`config.mk`:
```
export PLATFORM = sky130hd
export DESIGN_NAME = seg_scan_ctrl
export DESIGN_NICKNAME = d
export VERILOG_FILES = /design/src/rtl/seg_pkg.sv /design/src/rtl/seg_scan_ctrl_decode.sv /design/src/rtl/seg_scan_ctrl.sv
export SDC_FILE = /design/constraint.sdc
export NUM_CORES = 1
export LEC_CHECK = 0
export CAP_MARGIN = 25
export CORE_MARGIN = 1.5
export CORE_UTILIZATION = 40
export DETAILED_ROUTE_END_ITERATION = 10
export DONT_BUFFER_PORTS = 1
export PLACE_DENSITY = 0.5
export SKIP_CTS_REPAIR_TIMING = 1
export SYNTH_ARGS = -nofsm -noshare
export SYNTH_HDL_FRONTEND = slang
export SYNTH_SLANG_ARGS = --single-unit
```
`constraint.sdc`:
```
create_clock -name clk -period 5.95 [get_ports clk]
set_input_delay 1.19 -clock clk [delete_from_list [all_inputs] [get_ports clk]]
set_output_delay 1.19 -clock clk [all_outputs]
set_load 0.1 [all_outputs]
```
`src/rtl/seg_pkg.sv`:
```
// Shared types and segment patterns for the seven-segment scan controller.
// Segment bit order is {g,f,e,d,c,b,a}, active-high (polarity applied by the caller).
package seg_pkg;

  typedef enum logic [1:0] {
    IDLE,
    BLANK,
    SHOW
  } state_e;

  localparam logic [6:0] SEG_0    = 7'b0111111;
  localparam logic [6:0] SEG_1    = 7'b0000110;
  localparam logic [6:0] SEG_2    = 7'b1011011;
  localparam logic [6:0] SEG_3    = 7'b1001111;
  localparam logic [6:0] SEG_4    = 7'b1100110;
  localparam logic [6:0] SEG_5    = 7'b1101101;
  localparam logic [6:0] SEG_6    = 7'b1111101;
  localparam logic [6:0] SEG_7    = 7'b0000111;
  localparam logic [6:0] SEG_8    = 7'b1111111;
  localparam logic [6:0] SEG_9    = 7'b1101111;
  localparam logic [6:0] SEG_DASH = 7'b1000000;

  function automatic logic [6:0] bcd_to_seg(input logic [3:0] nib);
    logic [6:0] pat;
    case (nib)
      4'd0:    pat = SEG_0;
      4'd1:    pat = SEG_1;
      4'd2:    pat = SEG_2;
      4'd3:    pat = SEG_3;
      4'd4:    pat = SEG_4;
      4'd5:    pat = SEG_5;
      4'd6:    pat = SEG_6;
      4'd7:    pat = SEG_7;
      4'd8:    pat = SEG_8;
      4'd9:    pat = SEG_9;
      default: pat = SEG_DASH;
    endcase
    return pat;
  endfunction

endpackage

```
`src/rtl/seg_scan_ctrl_decode.sv`:
```
// Combinational BCD nibble to active-high segment pattern; blank_i forces all segments off.
module seg_decode
  import seg_pkg::*;
(
  input  logic [3:0] nib_i,
  input  logic       blank_i,
  output logic [6:0] seg_o
);

  always_comb begin
    seg_o = blank_i ? '0 : bcd_to_seg(nib_i);
  end

endmodule

```
`src/rtl/seg_scan_ctrl.sv`:
```
// Four-digit seven-segment scan controller with inter-digit blanking and per-frame latching.
// Optional build macro SEG_LEADING_ZERO_BLANK_EN darkens leading zero digits 3..1.
module seg_scan_ctrl
  import seg_pkg::*;
#(
  parameter int unsigned SCAN_DIV    = 25000,
  parameter int unsigned BLANK_CYC   = 250,
  parameter bit          SEG_ACT_LOW = 1'b1,
  parameter bit          DIG_ACT_LOW = 1'b1
) (
  input  logic        clk,
  input  logic        rst_n,
  input  logic        clk_en,
  input  logic        disp_en,
  input  logic [15:0] bcd_in,
  input  logic        bcd_valid,
  input  logic [3:0]  dp_in,
  output logic [6:0]  seg_out,
  output logic        dp_out,
  output logic [3:0]  dig_out,
  output logic        frame_done
);

  localparam int unsigned CW = (SCAN_DIV > 2) ? $clog2(SCAN_DIV) : 1;
  localparam logic [CW-1:0] BLANK_LAST = CW'(BLANK_CYC - 1);
  localparam logic [CW-1:0] SHOW_LAST  = CW'(SCAN_DIV - BLANK_CYC - 1);
  localparam logic [6:0] SEG_INV = {7{SEG_ACT_LOW}};
  localparam logic [3:0] DIG_INV = {4{DIG_ACT_LOW}};

  state_e         state_q, state_d;
  logic [1:0]     idx_q, idx_d;
  logic [CW-1:0]  cnt_q, cnt_d;
  logic [15:0]    pend_q, pend_d, shadow_q, shadow_d;
  logic [3:0]     pdp_q, pdp_d, sdp_q, sdp_d;
  logic [6:0]     seg_q, seg_d;
  logic           dp_q, dp_d;
  logic [3:0]     dig_q, dig_d;
  logic           fd_q, fd_d;

  logic           load;
  logic           show;
  logic           blank;
  logic [3:0]     nib;
  logic [6:0]     seg_raw;

  always_comb begin
    state_d  = state_q;
    idx_d    = idx_q;
    cnt_d    = cnt_q;
    fd_d     = 1'b0;
    load     = 1'b0;
    case (state_q)
      IDLE: begin
        if (disp_en) begin
          state_d = BLANK;
          idx_d   = '0;
          cnt_d   = '0;
          load    = 1'b1;
        end
      end
      BLANK: begin
        if (cnt_q == BLANK_LAST) begin
          state_d = SHOW;
          cnt_d   = '0;
        end else begin
          cnt_d = cnt_q + 1'b1;
        end
      end
      SHOW: begin
        if (cnt_q == SHOW_LAST) begin
          state_d = BLANK;
          cnt_d   = '0;
          idx_d   = idx_q + 2'd1;
          if (idx_q == 2'd3) begin
            fd_d = 1'b1;
            load = 1'b1;
          end
        end else begin
          cnt_d = cnt_q + 1'b1;
        end
      end
      default: state_d = IDLE;
    endcase
    // Display disable overrides every transition, including a pending frame boundary.
    if (!disp_en) begin
      state_d = IDLE;
      idx_d   = '0;
      cnt_d   = '0;
      fd_d    = 1'b0;
      load    = 1'b0;
    end
  end

  always_comb begin
    pend_d   = bcd_valid ? bcd_in : pend_q;
    pdp_d    = bcd_valid ? dp_in  : pdp_q;
    shadow_d = shadow_q;
    sdp_d    = sdp_q;
    if (load) begin
      shadow_d = bcd_valid ? bcd_in : pend_q;
      sdp_d    = bcd_valid ? dp_in  : pdp_q;
    end
  end

  always_comb begin
    nib = shadow_q[{idx_q, 2'b00} +: 4];
  end

`ifdef SEG_LEADING_ZERO_BLANK_EN
  logic [3:0] lz;
  always_comb begin
    lz[3] = (shadow_q[15:12] == 4'd0);
    lz[2] = lz[3] && (shadow_q[11:8] == 4'd0);
    lz[1] = lz[2] && (shadow_q[7:4] == 4'd0);
    lz[0] = 1'b0;
    blank = lz[idx_q];
  end
`else
  always_comb begin
    blank = 1'b0;
  end
`endif

  seg_decode u_decode (
    .nib_i   (nib),
    .blank_i (blank),
    .seg_o   (seg_raw)
  );

  // Pins reflect the current state one cycle later; disp_en low darkens them at once.
  always_comb begin
    show  = (state_q == SHOW) && disp_en;
    seg_d = (show ? seg_raw : 7'd0) ^ SEG_INV;
    dig_d = (show ? (4'd1 << idx_q) : 4'd0) ^ DIG_INV;
    dp_d  = (show && sdp_q[idx_q]) ^ SEG_ACT_LOW;
  end

  always_ff @(posedge clk or negedge rst_n) begin
    if (!rst_n) begin
      state_q  <= IDLE;
      idx_q    <= '0;
      cnt_q    <= '0;
      pend_q   <= '0;
      pdp_q    <= '0;
      shadow_q <= '0;
      sdp_q    <= '0;
      seg_q    <= SEG_INV;
      dp_q     <= SEG_ACT_LOW;
      dig_q    <= DIG_INV;
      fd_q     <= 1'b0;
    end else if (clk_en) begin
      state_q  <= state_d;
      idx_q    <= idx_d;
      cnt_q    <= cnt_d;
      pend_q   <= pend_d;
      pdp_q    <= pdp_d;
      shadow_q <= shadow_d;
      sdp_q    <= sdp_d;
      seg_q    <= seg_d;
      dp_q     <= dp_d;
      dig_q    <= dig_d;
      fd_q     <= fd_d;
    end
  end

  assign seg_out    = seg_q;
  assign dp_out     = dp_q;
  assign dig_out    = dig_q;
  assign frame_done = fd_q;

endmodule

```
After elaboration in Yosys (flattened, before gate mapping)
Memories as Yosys holds them, arrays and structs flattened.
Cells that the tools add are included.
- muxes and demuxes: 23
- reduce and logical (&&, ||, !) cells: 7
- $lt $le $gt $ge: 1
- add/subtract/negate cells: 2
- bitwise gates (word level): 3
- equality and inequality tests: 9
- shifts and indexed selects: 2
- operator list (operator ; number):
    15-bit 2-to-1 mux ; 3
    15-bit case mux with 3 select lines ; 1
    16-bit 2-to-1 mux ; 1
    16-bit by 5-bit indexed part select with 4-bit output ; 1
    15-bit by 1-bit adder with 15-bit output (second input constant) ; 1
    15-bit == test (second input constant) ; 1
    15-bit by 8-bit == test with 1-bit output (second input constant) ; 1
    2-bit 2-to-1 mux ; 5
    4-bit 2-to-1 mux ; 2
    7-bit 2-to-1 mux ; 1
    7-bit NOT ; 1
    1-bit 2-to-1 mux ; 6
    3-bit != test (second input constant) ; 2
    2-bit case mux with 3 select lines ; 1
    3-bit AND reduction ; 2
    2-bit == test (second input constant) ; 2
    4-bit by 1-bit != test with 1-bit output (second input constant) ; 1
    4-bit NOT ; 1
    2-bit case mux with 2 select lines ; 1
    2-bit AND reduction ; 2
    1-bit by 2-bit << shifter with 4-bit output (first input constant) ; 1
    2-bit by 3-bit less-than comparator with 1-bit output (second input constant) ; 1
    3-bit by 1-bit != test with 1-bit output (second input constant) ; 1
    2-bit by 1-bit adder with 2-bit output (second input constant) ; 1
    other kinds (6) ; 7
- bits in registers: 72
- output and inout bits: 13
- input bits: 25
- logic and storage cells: 59
- ROM bits: 112
- memories kept: 1
- memory list (name ; depth ; width ; read ports ; clocked after Yosys merged registers in ; write ports ; line ; text):
    (name not given) ; 16 ; 7 ; 1 ; 0 ; 0 ; seg_pkg.sv:25 ; case (nib)

Logic depth before layout (Yosys ltp)
Gate-level depths: netlist (run 1).
- word-level depth: 6
- depth in mapped cells: 10

By module
Synthesis (run 1) repeated with hierarchy kept, for this count alone.
- cell total of the unflattened synthesis: 353
- area total of the unflattened synthesis: 3757.4 sq um
- by module, submodules not included (module ; cells each ; times used ; area an instance (sq um) ; sequential area each (sq um)):
    seg_scan_ctrl ; 319 ; 1 ; 3547.2 ; 1816.7
    seg_decode ; 34 ; 1 ; 210.2 ; 0.0

Worst setup path after synthesis (run 1)
OpenSTA, ideal clock, no wires.
- kind: input to register
- start point: input disp_en
- end point: register cnt_q[8]
- setup time: 0.130 ns
- arrival: 2.414 ns
- path slack: 3.406 ns
- stages: 6
- buffers on the path: 1
- required time: 5.820 ns
- cell sequence: inv_1 -> o41ai_1 -> clkbuf_1 -> nor2_1 -> a31oi_1 -> a21oi_1
- word-level cells in the longest chain between the ends: 2
- elaborated cells between the ends (all ways): 3
- ends and longest elaborated chain (item ; line ; text):
    start, declared ; seg_scan_ctrl.sv:14 ; input logic disp_en,
    4-bit by 1-bit != test with 1-bit output (no line) ; - ;
    2-bit AND reduction (no line) ; - ;
    end signal, assigned ; seg_scan_ctrl.sv:154 ; cnt_q <= cnt_d;
    end, declared ; seg_scan_ctrl.sv:32 ; logic [CW-1:0] cnt_q, cnt_d;
Parallel ways exist; a longest one is shown, timed or not.
A chain may end at the register's enable or synchronous reset.

Worst setup path after layout (run 1)
- start point: register cnt_q[11]
- end point: register sdp_q[2]
- word-level cells in the longest chain between the ends: 5
- ends and longest elaborated chain (item ; line ; text):
    15-bit == test ; seg_scan_ctrl.sv:70 ; if (cnt_q == SHOW_LAST) begin
    1-bit 2-to-1 mux ; seg_scan_ctrl.sv:70 ;
    1-bit case mux with 2 select lines ; seg_scan_ctrl.sv:52 ; case (state_q)
    1-bit 2-to-1 mux ; seg_scan_ctrl.sv:85 ; if (!disp_en) begin
    2-bit AND reduction (no line) ; - ;
    end signal, assigned ; seg_scan_ctrl.sv:158 ; sdp_q <= sdp_d;
    end, declared ; seg_scan_ctrl.sv:34 ; logic [3:0] pdp_q, pdp_d, sdp_q, sdp_d;
No other way between the ends.

==> metrics, run 1 <==
share of cells above drive strength 1=0.317; final slew viol count=0; GR Util All Layers=0.165; routed vias=2417; clock buffer depth=2; Num Clock Sinks=72; Final min period=2.55 ns; core footprint=9330 um2; Iter 0 DRT Violations=87; Post-Route WL=7630 um; Final #Nets=363; Max Freq=0.392 GHz; cts bufs inserted=9; Yosys warning total=0; drt first pass iters=4; dpl hpwl=5140 um; Synth Register Bits=72; PwrDens=361 nW/um2; GPL Wtd Cong=0.808; Synth area leader=dfrtp_1; Crit Path Class=reg2reg; CTS tree=done; Final Cell Area=4130 um2; pin count of the biggest net entering global routing=73; number of I/O pins=38; combinational power share=0.274; Slew @ Worst Pin=0.938 ns; Antenna diodes=0; Routed wire per std cell=16.7 um; Worst EP required=6.17 ns; Max rail drop VDD=0.108 mV; WP data arrival=2.77 ns; antenna violations before repair=0; mapped cell area=3870 um2; status=completed; Overflow after GRT=0; # port buffers=0; Residual DRC=0; Clock power frac=0.237; final setup fails=0; Max-Cap Viols=0; row count=35; Area Growth Syn to Fin=6.59%; switching power=0.000501 W; Worst Path Max Fanout=20; DRT antenna net count=0; sequential area share after synthesis=0.469; Die Area=10300 um2; Final Hold Violating Endpoints=0; RSZ-0062 raised after global routing=no; Place WS=3.40 ns; final period utilization=0.428; Synth cell types=50; Vias per Instance=5.29; DIE WIDTH=101 um; Total Neg Setup Slack=0 ns; mean area per synthesized cell=11.9 um2; Layout Skew=0.0107 ns; Starting Density=0.415; Int Pwr=0.000991 W; Seq pwr share=0.489; Cells after Synth=325; Hold Path Class=reg2reg; Pleak=1.68 nW; crit end category=flip-flop; Synth top area share=0.388; clock root buffer=clkbuf_8; commonest non-fill, non-tap cells in the layout=dfrtp_1, mux2_2, nand2_1; commonest non-fill, non-tap cell in the layout=dfrtp_1; slack of the critical path=3.40 ns; clk slew on worst S/H paths=0.08 ns; clk_lat worst skew=0.34 ns; chip height=101 um; Startpoint Class=flip-flop; H-tree depth=3; first-pass GRT wire length=13000 um; Synth Net Count=365; top post-synthesis cells by area=dfrtp_1, mux2_2, dfstp_2; Placement Cell Area=3950 um2; Sw Share=0.336; number of global-route vias before repair=2487; Worst slew margin=0.373
==> power groups by stage <==
stage / clock, W / combinational, W / sequential [W]
floorplan: 0 / 0.000359 / 0.000710
global placement: 0 / 0.000407 / 0.000735
detailed placement: 0 / 0.000409 / 0.000736
CTS: 0.000369 / 0.000411 / 0.000729
global route: 0.000392 / 0.000458 / 0.000744
finish: 0.000354 / 0.000409 / 0.000729
==> cell usage after synthesis, drive strengths merged <==
| library cell | number |
|---|---|
| dfrtp | 60 |
| o311ai | 2 |
| nor4 | 1 |
| a41oi | 1 |
| or4 | 3 |
| o22ai | 2 |
| or4b | 1 |
| a21o | 4 |
| nand4 | 1 |
| dfstp | 12 |
| clkbuf | 10 |
| and4 | 1 |
| nor2b | 1 |
| a2bb2oi | 1 |
| nor3 | 3 |
| o221ai | 1 |
| mux2i | 1 |
| nand2b | 1 |
| o21ai | 17 |
| and3 | 2 |
| mux2 | 62 |
| o22a | 1 |
| o41a | 2 |
| mux4 | 4 |
| nand4b | 1 |
| nor2 | 22 |
| or4bb | 1 |
| or3 | 2 |
| dlygate4sd1 | 2 |
| nand3 | 12 |
| a21oi | 10 |
| buf | 3 |
| a22o | 7 |
| o41ai | 3 |
| and2 | 1 |
| o211ai | 1 |
| o21a | 2 |
| inv | 12 |
| o31ai | 3 |
| ha | 15 |
| a31oi | 7 |
| nand2 | 27 |
==> metal layers <==
layer	up-vias	global-route usage	wire length (um)
li1	1181	-	-
met1	1170	0.233	3780
met2	55	0.246	3380
met3	11	0.0407	346
met4	0	0.0652	123
met5	-	0	0
==> sequential cells by signal (all words and copies together) (netlist names) <==
| name | count |
|---|---|
| pend_q | 16 |
| pdp_q | 4 |
| frame_done | 1 |
| shadow_q | 16 |
| state_q | 2 |
| cnt_q | 15 |
| seg_out | 7 |
| dig_out | 4 |
| idx_q | 2 |
| dp_out | 1 |
| sdp_q | 4 |
==> critical path, stage by stage (launching register included) <==
cell,delay [ns]
dfrtp_1,0.45
or4_4,0.60
nor4_4,0.42
a31oi_1,0.15
nor2_2,0.11
buf_4,0.36
mux2_4,0.34
==> kinds of logic (layout without fill, tap and decap cells) <==
| family | count (synthesis) | in the layout | synth area share |
|---|---|---|---|
| AO/OA/AOI/OAI | 64 | 64 | 0.113 |
| flip-flops | 72 | 72 | 0.469 |
| AND/OR/NAND/NOR | 80 | 80 | 0.103 |
| buffers and inverters | 27 | 30 | 0.0401 |
| multiplexers | 67 | 67 | 0.226 |
| adder cells (fa/ha/maj) | 15 | 15 | 0.0485 |
==> through the flow <==
step | power [W] | utilization | hold WS (ns) | std cells
after global routing | 0.00159 | 0.443 | 0.502 | 457
final | 0.00149 | 0.443 | 0.505 | 457
after floorplan | 0.00107 | - | 0.475 | 325
after global placement | 0.00114 | 0.423 | 0.483 | 441
after detailed placement | 0.00115 | 0.423 | 0.491 | 441
after CTS | 0.00151 | 0.443 | 0.508 | 457
==> final timing paths <==
path | slack [ns] | cells past startpoint | start | to
max | 3.40 | 6 | cnt_q[11] | sdp_q[2]
min | 0.50 | 1 | pend_q[7] | pend_q[7]
max reg2reg | 3.40 | 6 | cnt_q[11] | sdp_q[2]
min reg2reg | 0.50 | 1 | pend_q[7] | pend_q[7]
max in group asynchronous | 5.22 | 0 | rst_n | seg_out[1]
min in group asynchronous | 0.53 | 0 | rst_n | pend_q[0]
==> area by class of cell <==
type / instances / area, um2
fillers: 879 / 5200
clock inverters: 6 / 43.8
clock buffers: 10 / 138
multi-input cells: 226 / 1910
well taps: 129 / 161
inverters: 12 / 45.0
flip-flops and latches: 72 / 1820
repair buffers: 2 / 15.0
Note: power is estimated with default switching activity, not from simulation.
==> run 2: changes to the inputs <==
- PLACE_DENSITY: 0.5 -> 0.52
- clock period: 5.95 -> 2.2 ns (I/O delays scaled with it)
==> metrics, run 2 (synthesis results as in run 1) <==
status=completed; DIE WIDTH=101 um (unchanged); DRT antenna net count=0 (unchanged); commonest non-fill, non-tap cell in the layout=dfrtp_1; Vias per Instance=5.37 (+1.5%); Crit. Startpoint=cnt_q[2]; Post-Route WL=7830 um (+2.6%); PwrDens=959 nW/um2 (+170%); Die Area=10300 um2 (unchanged); antenna violations before repair=0 (unchanged); hold path depth=1 (unchanged); Final #Nets=393 (+8.3%); final setup fails=0 (unchanged); WP data arrival=2.37 ns (-0.40 ns); R2R depth=6 (unchanged); Area Growth Syn to Fin=14.2%; RSZ-0062 raised after global routing=yes; final period utilization=0.975 (+0.546); H-tree depth=3 (unchanged); Pleak=1.86 nW (+11%); Post-Place Cells=466 (+5.7%); clk slew on worst S/H paths=0.07 ns (about the same); highest cell delay on the worst timing path=0.54 ns (-0.06 ns); dpl hpwl=5450 um (+6.0%); cts bufs inserted=9 (unchanged); Worst Path Max Fanout=20 (unchanged); chip height=101 um (unchanged); Hold Path Class=in2reg; Non-Filler Instances=485 (+6.1%); pin count of the biggest net entering global routing=73 (unchanged); number of global-route vias before repair=2586 (+4.0%); Iter 0 DRT Violations=66 (-24%); # port buffers=0 (unchanged); Max Freq=0.466 GHz (+19%); Max rail drop VDD=0.374 mV (+240%); area of the multi-input gates=1930 um2 (+0.98%); clk_lat worst skew=0.34 ns (about the same); Crit Path Class=reg2reg; routed vias=2603 (+7.7%); number of I/O pins=38 (unchanged); Starting Density=0.415 (unchanged); Startpoint Class=flip-flop; cells along the critical path=or4bb_1, nor4_4, a31oi_1, nor2_2, buf_12, mux2_4; Worst EP required=2.43 ns (-3.74 ns); Final Hold Violating Endpoints=0 (unchanged); slowest stage cell, crit path=or4bb_1; Num Clock Sinks=72 (unchanged); fillers=859 (-2.3%); Residual DRC=0 (unchanged); Routed wire per std cell=16.1 um (-3.3%); largest registers=pend_q: 16 flops, shadow_q: 16 flops, cnt_q: 15 flops; Slew @ Worst Pin=0.512 ns (-0.426 ns); Layout Skew=0.0111 ns (+0.000424 ns); clock buffer depth=2 (unchanged); Hold Startpoint=clk_en; GPL Wtd Cong=0.812 (+0.45%); clock root buffer=clkbuf_8; Total Neg Setup Slack=0 ns (unchanged); Reg area=1820 um2 (about the same); final slew viol count=0 (unchanged); CTS tree=done; commonest non-fill, non-tap cells in the layout=dfrtp_1, mux2_2, buf_4; first-pass GRT wire length=13100 um (+0.75%); core footprint=9330 um2 (unchanged); GR Util All Layers=0.166 (+0.000955); Worst slew margin=0.658 (+0.286); Max-Cap Viols=0 (unchanged); Final min period=2.14 ns (-0.404 ns); Overflow after GRT=0 (unchanged); reg2reg start=cnt_q[2]; share of cells above drive strength 1=0.371 (+0.0537); crit end category=flip-flop; drt first pass iters=4 (unchanged); Antenna diodes=0 (unchanged); row count=35 (unchanged)
## run 2: area by class of cell
| type | count | area share |
|---|---|---|
| timing repair buffer | 32 | 0.0623 |
| clock inverter | 3 | 0.00962 |
| multi-input combinational | 226 | 0.436 |
| tap | 129 | 0.0365 |
| clock buffer | 11 | 0.0342 |
| sequential | 72 | 0.411 |
| inverter | 12 | 0.0102 |
## run 2: worst max-delay path, delay by kind of cell (launching register included)
family / cells / cell delay (ns)
simple gates: 3 / 0.97
flops: 1 / 0.39
compound gates: 1 / 0.14
mux: 1 / 0.31
buf+inv: 1 / 0.21
## run 2: routing by layer
metal	part of all wire	GRT usage	vias to the layer above
met2	0.45	0.243	52
met3	0.045	0.0400	11
met4	0.017	0.0737	0
met5	0	0	-
li1	-	-	1239
met1	0.49	0.235	1301
## run 2: stage by stage
step                total power [W]  hold WS, ns  setup slack, ns  utilization  instance area [um2]
global placement            0.00314        0.146           0.0699        0.445                 4150
finish                      0.00424        0.162           0.0558        0.474                 4420
global route                0.00455        0.146          -0.0448        0.474                 4420
CTS                         0.00423       -0.232           0.0272        0.465                 4340
floorplan                   0.00289        0.144          0.00257            -                 3870
detailed placement          0.00317        0.146           0.0544        0.445                 4150
## run 2: final timing paths
check                      slack, ns          to
setup / recovery                0.06    sdp_q[1]
max in group asynchronous       1.24  seg_out[6]
setup reg to reg                0.06    sdp_q[1]
hold / removal                  0.16  seg_out[4]
hold reg to reg                 0.50   pend_q[8]
min in group asynchronous       0.64    pdp_q[0]
## run 2: power by group
| part | switching [W] | internal (W) | leakage (nW) |
|---|---|---|---|
| logic | 0.000540 | 0.000688 | 0.890 |
| registers | 0.000335 | 0.00163 | 0.874 |
| clock network | 0.000476 | 0.000572 | 0.0973 |
==> run 3: changes to the inputs <==
- CORE_UTILIZATION: 40 -> 57
- PLACE_DENSITY: 0.52 -> 0.71
==> metrics, run 3 (synthesis results as in run 1) <==
RSZ-0062 raised after global routing=yes; Worst Path Max Fanout=20 (unchanged); chip height=85.4 um (-16%); Iter 0 DRT Violations=133 (+100%); clock buffer depth=2 (unchanged); largest registers=pend_q: 16 flops, shadow_q: 16 flops, cnt_q: 15 flops; commonest non-fill, non-tap cell in the layout=dfrtp_1; Sw Share=0.324 (+0.00550); Die Area=7300 um2 (-29%); CTS tree=done; DIE WIDTH=85.4 um (-16%); Total Neg Setup Slack=0 ns (unchanged); H-tree depth=3 (unchanged); Non-Filler Instances=435 (-10%); cts bufs inserted=9 (unchanged); combinational power share=0.293 (+0.003); Int Pwr=0.00288 W (-0.47%); Hold Path Class=in2reg; routed vias=2632 (+1.1%); worst reg2reg setup slack=0.04 ns (-0.02 ns); Max rail drop VDD=0.639 mV (+71%); final period utilization=0.982 (+0.00689); final setup fails=0 (unchanged); Overflow after GRT=0 (unchanged); drt first pass iters=7 (+3); Pleak=1.87 nW (+0.53%); dpl hpwl=5120 um (-6.0%); antenna violations before repair=0 (unchanged); GR Util All Layers=0.225 (+0.0589); clk_lat worst skew=0.34 ns (about the same); Layout Skew=0.0130 ns (+0.00192 ns); Tot Pwr=0.00426 W (+0.34%); Hold Slack=0.154 ns (-0.00793 ns); Vias per Instance=6.05 (+13%); switching power=0.00138 W (+2.1%); commonest non-fill, non-tap cells in the layout=dfrtp_1, mux2_2, buf_4; final slew viol count=0 (unchanged); Slew @ Worst Pin=0.614 ns (+0.102 ns); Routed wire per std cell=16.7 um (+3.6%); core footprint=6460 um2 (-31%); highest cell delay on the worst timing path=0.54 ns (about the same); Startpoint Class=flip-flop; DRT antenna net count=0 (unchanged); Antenna diodes=0 (unchanged); clock root buffer=clkbuf_8; row count=29 (-17%); Max-Cap Viols=0 (unchanged); Max Freq=0.463 GHz (-0.70%); share of cells above drive strength 1=0.374 (+0.00352); PwrDens=974 nW/um2 (+1.5%); Final #Nets=393 (unchanged); Area Growth Syn to Fin=12.9%; GPL Wtd Cong=0.931 (+15%); number of I/O pins=38 (unchanged); crit end category=flip-flop; Crit Path Class=reg2reg; clk slew on worst S/H paths=0.08 ns (about the same); Seq pwr share=0.460 (-0.003); Top Family by Delay on Critical Path=simple AND/OR/NAND/NOR gates; pin count of the biggest net entering global routing=73 (unchanged); Reg area=1820 um2 (about the same); Residual DRC=4 (+4); status=complete, but fails checks; first-pass GRT wire length=12600 um (-3.4%); slowest stage cell, crit path=or4bb_1; failing checks=design-rule violations; Post-Route WL=7280 um (-7.1%); area of the multi-input gates=1940 um2 (+0.65%); Clock power frac=0.247 (about the same); Worst slew margin=0.586 (-0.0723); Post-Place Cells=416 (-11%); Bufs and invs on worst path=1 (unchanged); cells along the critical path=or4bb_1, nor4_4, a31oi_1, nor2_2, buf_12, mux2_4; # port buffers=0 (unchanged); Num Clock Sinks=72 (unchanged); Starting Density=0.600 (+0.184); fillers=477 (-44%); number of global-route vias before repair=2636 (+1.9%); Final Hold Violating Endpoints=0 (unchanged); WP data arrival=2.38 ns (about the same); Worst EP required=2.43 ns (about the same); Final min period=2.16 ns (+0.0152 ns)
## run 3: cell types whose count changed in the layout (fill, tap and decap cells not counted)
| cell | before | now |
|---|---|---|
| clkinv_2 | 1 | 2 |
| dfrtp_1 | 59 | 60 |
| o22ai_1 | 2 | 1 |
| clkbuf_1 | 0 | 1 |
| dfrtp_2 | 1 | 0 |
| a2bb2oi_1 | 1 | 0 |
| o22ai_2 | 0 | 1 |
| a2bb2oi_2 | 0 | 1 |
| clkbuf_8 | 11 | 10 |
| inv_6 | 0 | 1 |
## run 3: final cells by class
cell class / count / share of cell area
clock inverter: 5 / 0.0129
sequential: 72 / 0.416
inverter: 12 / 0.0103
clock buffer: 11 / 0.0324
timing repair buffer: 32 / 0.0630
multi-input combinational: 226 / 0.444
tap: 77 / 0.0220
## run 3: path summary, 6_finish.rpt
| path | cells past startpoint | from | end |
|---|---|---|---|
| setup reg to reg | 6 | cnt_q[6] | shadow_q[12] |
| max in group asynchronous | 2 | rst_n | dig_out[0] |
| min in group asynchronous | 2 | rst_n | pend_q[8] |
| hold / removal | 1 | clk_en | dig_out[2] |
| setup / recovery | 6 | cnt_q[6] | shadow_q[12] |
| hold reg to reg | 1 | pend_q[1] | pend_q[1] |
## run 3: power groups by stage
stage                     clock (W)  sequential [W]  combinational, W
after detailed placement          0         0.00198           0.00118
after global routing        0.00113         0.00199           0.00138
after floorplan                   0         0.00192          0.000970
final                       0.00105         0.00196           0.00125
after global placement            0         0.00197           0.00114
after CTS                   0.00108         0.00196           0.00119
## run 3: through the flow
stage	utilization	instance area, um2	setup WS (ns)
6_report	0.677	4370	0.0407
5_1_grt	0.677	4370	-0.0386
4_1_cts	0.665	4290	-0.0329
3_5_place_dp	0.634	4100	-0.00519
3_3_place_gp	0.634	4100	0.0193
2_1_floorplan	-	3870	0.00257
## run 3: metal layers
layer	wire [um]	vias to the layer above	track usage
li1	-	1241	-
met1	3470	1312	0.321
met2	3360	72	0.330
met3	367	7	0.0525
met4	76	0	0.0997
met5	0	-	0
